**src/rtl/spi_slave_out_pkg.sv**
```systemverilog
// Shared definitions for the SPI slave datapath: FSM encodings, synchroniser depth
// and the SPI mode that both the transmitter and the receiver implement.
package spi_slave_out_pkg;

  typedef enum logic [1:0] {
    ST_IDLE  = 2'd0,
    ST_SHIFT = 2'd1,
    ST_DRAIN = 2'd2
  } state_e;

  localparam int unsigned SYNC_STAGES_DEFAULT = 2;

  localparam logic       SPI_CPOL = 1'b0;
  localparam logic       SPI_CPHA = 1'b0;
  localparam logic [1:0] SPI_MODE = {SPI_CPOL, SPI_CPHA};

endpackage

```
**src/rtl/spi_pin_sync.sv**
```systemverilog
// Multi-flop synchroniser for an asynchronous pin, with one history flop so the
// caller gets the synchronised level plus single-cycle rise/fall strobes.
module spi_pin_sync #(
  parameter int unsigned SYNC_STAGES = 2,
  parameter logic        RESET_VAL   = 1'b0
) (
  input  logic clk,
  input  logic reset,
  input  logic pin,
  output logic level,
  output logic rise,
  output logic fall
);

  logic [SYNC_STAGES-1:0] sync_q;
  logic                   prev_q;

  always_ff @(posedge clk) begin
    if (!reset) begin
      sync_q <= {SYNC_STAGES{RESET_VAL}};
      prev_q <= RESET_VAL;
    end else begin
      sync_q <= {sync_q[SYNC_STAGES-2:0], pin};
      prev_q <= sync_q[SYNC_STAGES-1];
    end
  end

  assign level = sync_q[SYNC_STAGES-1];
  assign rise  = level & ~prev_q;
  assign fall  = ~level & prev_q;

endmodule

```
**src/rtl/spi_slave_out.sv**
```systemverilog
// SPI mode-0 slave transmitter: shifts a BITS-wide word out on miso, MSB first,
// with cs and sck oversampled in the clk domain.
module spi_slave_out
  import spi_slave_out_pkg::*;
#(
  parameter int unsigned BITS        = 32,
  parameter int unsigned SYNC_STAGES = SYNC_STAGES_DEFAULT
) (
  input  logic            clk,
  input  logic            reset,
  input  logic            cs,
  input  logic            sck,
  input  logic [BITS-1:0] in_buf,
  output logic            miso,
  output logic            miso_oe,
  output logic            busy,
  output logic            done,
  output logic            abort
);

  localparam int unsigned CW = $clog2(BITS + 1);
  localparam logic [CW-1:0] CNT_FULL = CW'(BITS);
  localparam logic [CW-1:0] CNT_LAST = CW'(BITS - 1);

  logic cs_s, cs_rise, cs_fall;
  logic sck_s, sck_rise, sck_fall;

  // Reset to 0 so a cs held low across reset release never looks like a falling edge.
  spi_pin_sync #(
    .SYNC_STAGES(SYNC_STAGES),
    .RESET_VAL  (1'b0)
  ) u_cs_sync (
    .clk  (clk),
    .reset(reset),
    .pin  (cs),
    .level(cs_s),
    .rise (cs_rise),
    .fall (cs_fall)
  );

  spi_pin_sync #(
    .SYNC_STAGES(SYNC_STAGES),
    .RESET_VAL  (1'b0)
  ) u_sck_sync (
    .clk  (clk),
    .reset(reset),
    .pin  (sck),
    .level(sck_s),
    .rise (sck_rise),
    .fall (sck_fall)
  );

  logic unused_levels;
  assign unused_levels = cs_s ^ sck_s;

  state_e          state_q;
  logic [BITS-1:0] shreg_q;
  logic [CW-1:0]   cnt_q;

  always_ff @(posedge clk) begin
    if (!reset) begin
      state_q <= ST_IDLE;
      shreg_q <= '0;
      cnt_q   <= '0;
      miso    <= 1'b0;
      miso_oe <= 1'b0;
      busy    <= 1'b0;
      done    <= 1'b0;
      abort   <= 1'b0;
    end else begin
      done  <= 1'b0;
      abort <= 1'b0;
      unique case (state_q)
        ST_IDLE: begin
          if (cs_fall) begin
            shreg_q <= in_buf;
            cnt_q   <= '0;
            miso    <= in_buf[BITS-1];
            miso_oe <= 1'b1;
            busy    <= 1'b1;
            state_q <= ST_SHIFT;
          end
        end
        ST_SHIFT, ST_DRAIN: begin
          // cs_rise has priority: any sck edge in the same cycle is dropped.
          if (cs_rise) begin
            state_q <= ST_IDLE;
            miso    <= 1'b0;
            miso_oe <= 1'b0;
            busy    <= 1'b0;
            done    <= (cnt_q == CNT_FULL);
            abort   <= (cnt_q != CNT_FULL);
          end else if (state_q == ST_DRAIN) begin
            miso <= 1'b0;
          end else if (sck_rise) begin
            cnt_q <= cnt_q + CW'(1);
            if (cnt_q == CNT_LAST) begin
              state_q <= ST_DRAIN;
              miso    <= 1'b0;
            end
          end else if (sck_fall && cnt_q < CNT_FULL) begin
            shreg_q <= {shreg_q[BITS-2:0], 1'b0};
            miso    <= shreg_q[BITS-2];
          end
        end
        default: state_q <= ST_IDLE;
      endcase
    end
  end

endmodule

```
**config.mk**
```make
export PLATFORM = sky130hd
export DESIGN_NAME = spi_slave_out
export DESIGN_NICKNAME = d
export VERILOG_FILES = /design/src/rtl/spi_slave_out_pkg.sv /design/src/rtl/spi_pin_sync.sv /design/src/rtl/spi_slave_out.sv
export SDC_FILE = /design/constraint.sdc
export NUM_CORES = 1
export LEC_CHECK = 0
export ABC_AREA = 0
export CAP_MARGIN = 20
export CORE_AREA = 2 2 78 118
export DETAILED_ROUTE_END_ITERATION = 8
export DIE_AREA = 0 0 80 120
export GPL_ROUTABILITY_DRIVEN = 0
export GPL_TIMING_DRIVEN = 0
export PLACE_DENSITY = 0.46
export SYNTH_ARGS = -nofsm -noshare
export SYNTH_HDL_FRONTEND = slang
export SYNTH_SLANG_ARGS = --single-unit
```
**constraint.sdc**
```tcl
create_clock -name clk -period 1.88 [get_ports clk]
set_input_delay 0.376 -clock clk [delete_from_list [all_inputs] [get_ports clk]]
set_output_delay 0.376 -clock clk [all_outputs]
set_load 0.01 [all_outputs]
```
; Yosys cells after proc, flatten, opt, wreduce, memory -nomap -nowiden
; Index checks and enable logic that the tools add are counted.
[totals]
reg_bits = 49
in_bits = 36
[op_classes]
mux = 27
order_cmp = 1
n_eq_ne = 17
reduce_logical = 10
add_sub_neg = 1
n_bitwise = 8
[ops]
columns = operator, count
row1 = $mux W31, 5
row2 = $pmux W31 S2, 1
row3 = $mux W6, 4
row4 = $ne A2 B2 Y1 const B, 7
row5 = $pmux W6 S2, 1
row6 = $mux W2, 5
row7 = $ne A5 B5 Y1 const B, 2
row8 = $ne A3 B3 Y1 const B, 3
row9 = $mux W1, 8
row10 = $reduce_and A4 Y1, 2
row11 = $add A6 B1 Y6 const B, 1
row12 = $eq A6 B5 Y1 const B, 1
row13 = $eq A6 B6 Y1 const B, 1
row14 = $lt A6 B6 Y1 const B, 1
row15 = $ne A6 B6 Y1 const B, 1
row16 = $reduce_and A3 Y1, 2
row17 = $reduce_and A6 Y1, 1
row18 = $reduce_and A5 Y1, 1
row19 = $and A1 B1 Y1, 4
row20 = $not A1 Y1, 4
row21 = $pmux W1 S2, 2
row22 = $pmux W2 S2, 1
row23 = $eq A2 B1 Y1 const B, 1
row24 = $eq A2 B2 Y1 const B, 1
row25 = other kinds (4), 4

; Longest topological paths before layout
[depth]
depth_word = 8
mapped_depth = 8
ltp_nobuf = 7

; Cells and area by module
; A second synthesis with hierarchy kept.
[hier_totals]
hier_cells = 240
area_unflattened_um2 = 2406.1
[modules_own_cells]
columns = mod, area_per_inst_um2, cells_each, n_inst
row1 = spi_slave_out, 2223.4, 224, 1
row2 = spi_pin_sync, 91.3, 8, 2

; Worst setup path before layout
; OpenSTA, ideal clock, no wires.
[synth_path]
path_kind = register to register
from = reg state_q[0]
to = reg cnt_q[5]
synth_period_minus_slack_ns = 1.837
path_stages_with_launch = 9
arrival_time_ns = 1.722
path_buffers = 1
t_required_ns = 1.765
setup_time_ns = 0.115
path_slack_ns = 0.043
cell_sequence = dfxtp_1 > inv_1 > ha_1 > buf_4 > nor4bb_1 > o21ai_1 > a211oi_2 > xnor2_1 > nor2_2
[synth_via]
elab_chain_len = 4
[synth_lines]
columns = item, line_no
row1 = start: declaration, spi_slave_out.sv:56  ; state_e state_q;
row2 = start signal: assignment, spi_slave_out.sv:62  ; state_q <= ST_IDLE;
row3 = start signal: assignment, spi_slave_out.sv:81  ; state_q <= ST_SHIFT;
row4 = start signal: assignment, spi_slave_out.sv:87  ; state_q <= ST_IDLE;
row5 = $eq A2 B2 Y1 / $eq A2 B1 Y1 (equally long branches), "spi_slave_out.sv:73, spi_slave_out.sv:93"
row6 = $reduce_or A2 Y1, spi_slave_out.sv:73  ; unique case (state_q)
row7 = $ne A2 B2 Y1 (no line) / $reduce_bool A2 Y1 (equally long branches), n/a
row8 = $reduce_and A5 Y1 (no line), n/a
row9 = end signal: assignment, spi_slave_out.sv:96  ; cnt_q <= cnt_q + CW'(1);
row10 = end: declaration, spi_slave_out.sv:58  ; logic [CW-1:0] cnt_q;
; Several ways; a longest one is shown, not always the timed one.
; A chain may end at the register's enable or synchronous reset.

; Worst setup path in the final report
; Same ends and word-level chain as after synthesis.

==> impl_metrics.tcl <==
set metrics [dict create \
    layout_min_cycle_time_ns 1.80 \
    worst-endpoint-arrival_ns 1.98 \
    maxSlewHeadroom_pct 63.3 \
    port_buffers 39 \
    first_pass_iters 4 \
    met1_routed_wirelength_after_detailed_routing_mm 2.31 \
    worst-path-buf-inv 1 \
    tritoncts "yes" \
    yosys-mux-area-fraction_pct 13.7 \
    cts-htree-levels 2 \
    fin_skew_ns 0.00366 \
    max_clock_freq_mhz 557 \
    dr.first_iter.drc_count 43 \
    wl_met2_mm 2.86 \
    number_of_global_route_vias_before_repair 1906 \
    cp_data_required_time_ns 2.06 \
    ys_warn_count 0 \
    holdCritPathClass "reg2reg" \
    internal_power_mw 2.56 \
    power.share.clock_pct 29.4 \
    drc 0 \
    reg2reg_setup_slack_ns 0.08 \
    cts.clk_slew.worst_paths_ns 0.07 \
    path_class "reg2reg" \
    tightest_slew_ns 0.543 \
    synth_adder_area_share_pct 3.21 \
    detailedPlacementHpwl_mm 3.89 \
    clock_latency_ns 0.29 \
    whs_ns 0.438 \
    final_max_slew_viol_count 0 \
    leakagePower_nw 1.45 \
    grt_max_degree 16 \
    antenna_found_initial 0 \
    post_synth.cell_area_avg_um2 9.84 \
    total_power_mw 3.62 \
    layout.nets 330 \
    postSynthCellCount 238 \
    die_height_um 120 \
    timing.hold.worst_path_depth 1 \
    finalSetupViolations 0 \
    cts-buffers-inserted 5 \
    ff_to_ff_path_depth 6 \
    vias 1864 \
    setup_repair_after_global_routing_missed_its_margin "no" \
    cp_top_family "simple AND/OR/NAND/NOR gates" \
    design.die.area_um2 9600 \
    cts_buffer_depth 2 \
    cp_slowest_cell "sky130_fd_sc_hd__or4b_4" \
    yosys.area_share.xor_xnor_pct 1.50 \
    path_max_fanout 6 \
    synth.lib_cells_used.distinct 36 \
    synth_simple_gate_area_share_pct 16.5 \
    ff_latch_area_um2 985 \
    clock_sink_count 49 \
    cp-end-kind "flop" \
    core_area_um2 8620 \
    hold_path_startpoint "u_sck_sync.sync_q[0]$_SDFF_PN0_" \
    postRouteAntennaNets 0 \
    switchingPower_mw 1.06 \
    crit_chain "inv_2 -> ha_4 -> or4b_4 -> a211oi_2 -> xnor2_1 -> nor2_2" \
    swShare_pct 29.3 \
    worst_setup_path_startpoint "state_q[0]$_SDFFE_PN0P_" \
    syn_to_final_growth_pct 35.5 \
    synth_sequential_area_ratio_pct 41.9 \
    initial_core_utilization_pct 27.2 \
    hold_path_end "u_sck_sync.sync_q[1]$_SDFF_PN0_" \
    final.setup.tns_ns 0 \
    synth_compound_area_share_pct 18.7 \
    multi_input_comb_area_um2 1320 \
    maximum_cell_stage_delay_along_the_critical_path_ns 0.57 \
    netlist_area_um2 2340 \
    clock-root-buffer "sky130_fd_sc_hd__clkbuf_16" \
    timing_hold_violations_final 0 \
    synth_enable_flop_cells 0 \
    maxCapViolCount 0 \
    worst_r2r_startpoint "state_q[0]$_SDFFE_PN0P_" \
    share_seq_of_total_power_pct 38.3 \
    die_width_um 80 \
    overflow 0 \
    r2r-end "cnt_q[5]$_SDFFE_PN0P_" \
    drive_above_1_share_pct 14.2 \
    pwr_density_cell_nw_per_um2 1140 \
    global_routing_usage_summed_across_all_routing_layers_pct 12.2 \
    run_status "complete, no violations" \
    synth_ff_type "sky130_fd_sc_hd__dfxtp_1" \
    design.portCount 41 \
    ys_ff_latch 49 \
    n_fill_cell 914 \
    main_combinational_cell_family_by_area_after_synthesis "compound AO/OA/AOI/OAI gates" \
    period_share_pct 95.5 \
    portion_of_total_power_attributed_to_combinational_logic_pct 32.2 \
    critical_path.startpoint_type "flop" \
    syn-num-nets 280 \
    route.met3.wl_um 179 \
    top_layer_used "met4" \
    diodes 0 \
    irDropWorstVdd_uv 519 \
    first_pass_grt_wire_length_mm 9.27 \
    postSynth.asyncResetShare_pct 0 \
    drt-wirelength-per-cell_um 13.7 \
    final_routed_wirelength_mm 5.46 \
    route.detailed.vias_per_inst 4.67 \
    core_rows 42 \
]
-- power by group through the flow --
| stage | Combinational [mW] | Clock (mW) | Sequential, mW |
|---|---|---|---|
| floorplan | 0.783 | 0 | 1.38 |
| global placement | 1.06 | 0 | 1.41 |
| detailed placement | 1.06 | 0 | 1.41 |
| CTS | 1.10 | 1.10 | 1.39 |
| global route | 1.29 | 1.15 | 1.42 |
| finish | 1.17 | 1.07 | 1.39 |
-- metal layers --
| metal | vias to the layer above | GRT usage (%) |
|---|---|---|
| met2 | 36 | 21.1 |
| met4 | 0 | 5.08 |
| met5 | - | 0 |
| li1 | 939 | - |
| met1 | 880 | 14.4 |
| met3 | 9 | 2.11 |
-- final cells by class --
type | instances | share of cell area (%)
timing repair buffer | 43 | 13.2
inverter | 6 | 0.710
sequential | 49 | 31.0
clock buffer | 6 | 4.38
buffer | 16 | 3.43
tap | 110 | 4.34
multi-input combinational | 167 | 41.7
clock inverter | 2 | 1.18
-- cell usage after synthesis, drive strengths merged (2+ instances only) --
cell    number  share of area [%]
xnor2        4                1.5
ha           6                3.2
mux2i       32                 14
nor2b        4                1.1
clkbuf       5               0.80
o211a       30                 13
buf         11                2.8
nand3b       3               0.96
and2         8                2.1
nor2         9                1.5
nor4b        3                1.1
nand2       38                6.1
a211oi       2               0.85
nand3        2               0.43
nand2b       4                1.4
o21ai        4               0.85
a21boi       4                1.4
a21oi        6                1.3
inv          6               0.96
dfxtp       49                 42
-- stage by stage --
stage               setup slack, ns  util (%)  std cells  area [um^2]
floorplan                    0.0426         -        238         2340
global placement             -0.189      33.3        387         2870
detailed placement           -0.205      33.3        387         2870
CTS                         -0.0462      35.9        395         3100
global route                0.00905      36.8        399         3170
finish                       0.0838      36.8        399         3170
-- worst max path at each step --
stage	endpoint	slack, ns	cells past startpoint
3_3_place_gp	cnt_q[5]$_SDFFE_PN0P_	-0.19	8
3_5_place_dp	cnt_q[5]$_SDFFE_PN0P_	-0.21	8
5_1_grt	cnt_q[5]$_SDFFE_PN0P_	0.009	6
6_report	cnt_q[5]$_SDFFE_PN0P_	0.08	6
4_1_cts	cnt_q[5]$_SDFFE_PN0P_	-0.05	6
2_1_floorplan	cnt_q[5]$_SDFFE_PN0P_	0.04	8
-- cell families (layout without fill, tap and decap cells) --
kind of cell | Yosys count | after routing
xor+xnor | 4 | 4
fa+ha+maj | 6 | 6
flops | 49 | 49
simple gates | 75 | 75
buf+inv | 22 | 73
compound gates | 50 | 50
mux | 32 | 32
-- state kept, by name (all words and copies together), names as in the netlist --
signal / cells
shreg_q: 31
cnt_q: 6
state_q: 2
u_cs_sync.sync_q: 2
u_sck_sync.sync_q: 2
abort: 1
busy: 1
done: 1
miso: 1
u_cs_sync.prev_q: 1
u_sck_sync.prev_q: 1
-- layout by cell type, fill, tap and decap left out, types with 2 or more instances in the layout --
cell type and count:
sky130_fd_sc_hd__buf_2 3, sky130_fd_sc_hd__inv_2 2, sky130_fd_sc_hd__a211oi_2 2, sky130_fd_sc_hd__a21oi_1 5
sky130_fd_sc_hd__nand2b_1 3, sky130_fd_sc_hd__dfxtp_2 3, sky130_fd_sc_hd__o21ai_0 3, sky130_fd_sc_hd__ha_1 4
sky130_fd_sc_hd__nor2_1 8, sky130_fd_sc_hd__o211a_1 30, sky130_fd_sc_hd__dfxtp_1 46, sky130_fd_sc_hd__buf_4 6
sky130_fd_sc_hd__nand2_1 38, sky130_fd_sc_hd__nor4b_2 2, sky130_fd_sc_hd__clkbuf_16 5, sky130_fd_sc_hd__and2_1 8
sky130_fd_sc_hd__nand3b_1 3, sky130_fd_sc_hd__clkbuf_4 2, sky130_fd_sc_hd__xnor2_1 4, sky130_fd_sc_hd__buf_6 4
sky130_fd_sc_hd__mux2i_1 32, sky130_fd_sc_hd__clkdlybuf4s50_1 39, sky130_fd_sc_hd__a21boi_0 2, sky130_fd_sc_hd__clkbuf_1 5
sky130_fd_sc_hd__nor2b_1 4, sky130_fd_sc_hd__nand3_1 2, sky130_fd_sc_hd__inv_1 4
-- repair_timing --
item                                    4_1_cts  5_1_grt
endpoints found under the setup margin       38       39
setup buffers                                 0        4
hold buffers                                  0        0
resized for setup                             9       16
pin swaps                                     1        5
No activity file was read; power rests on OpenSTA's default activity.
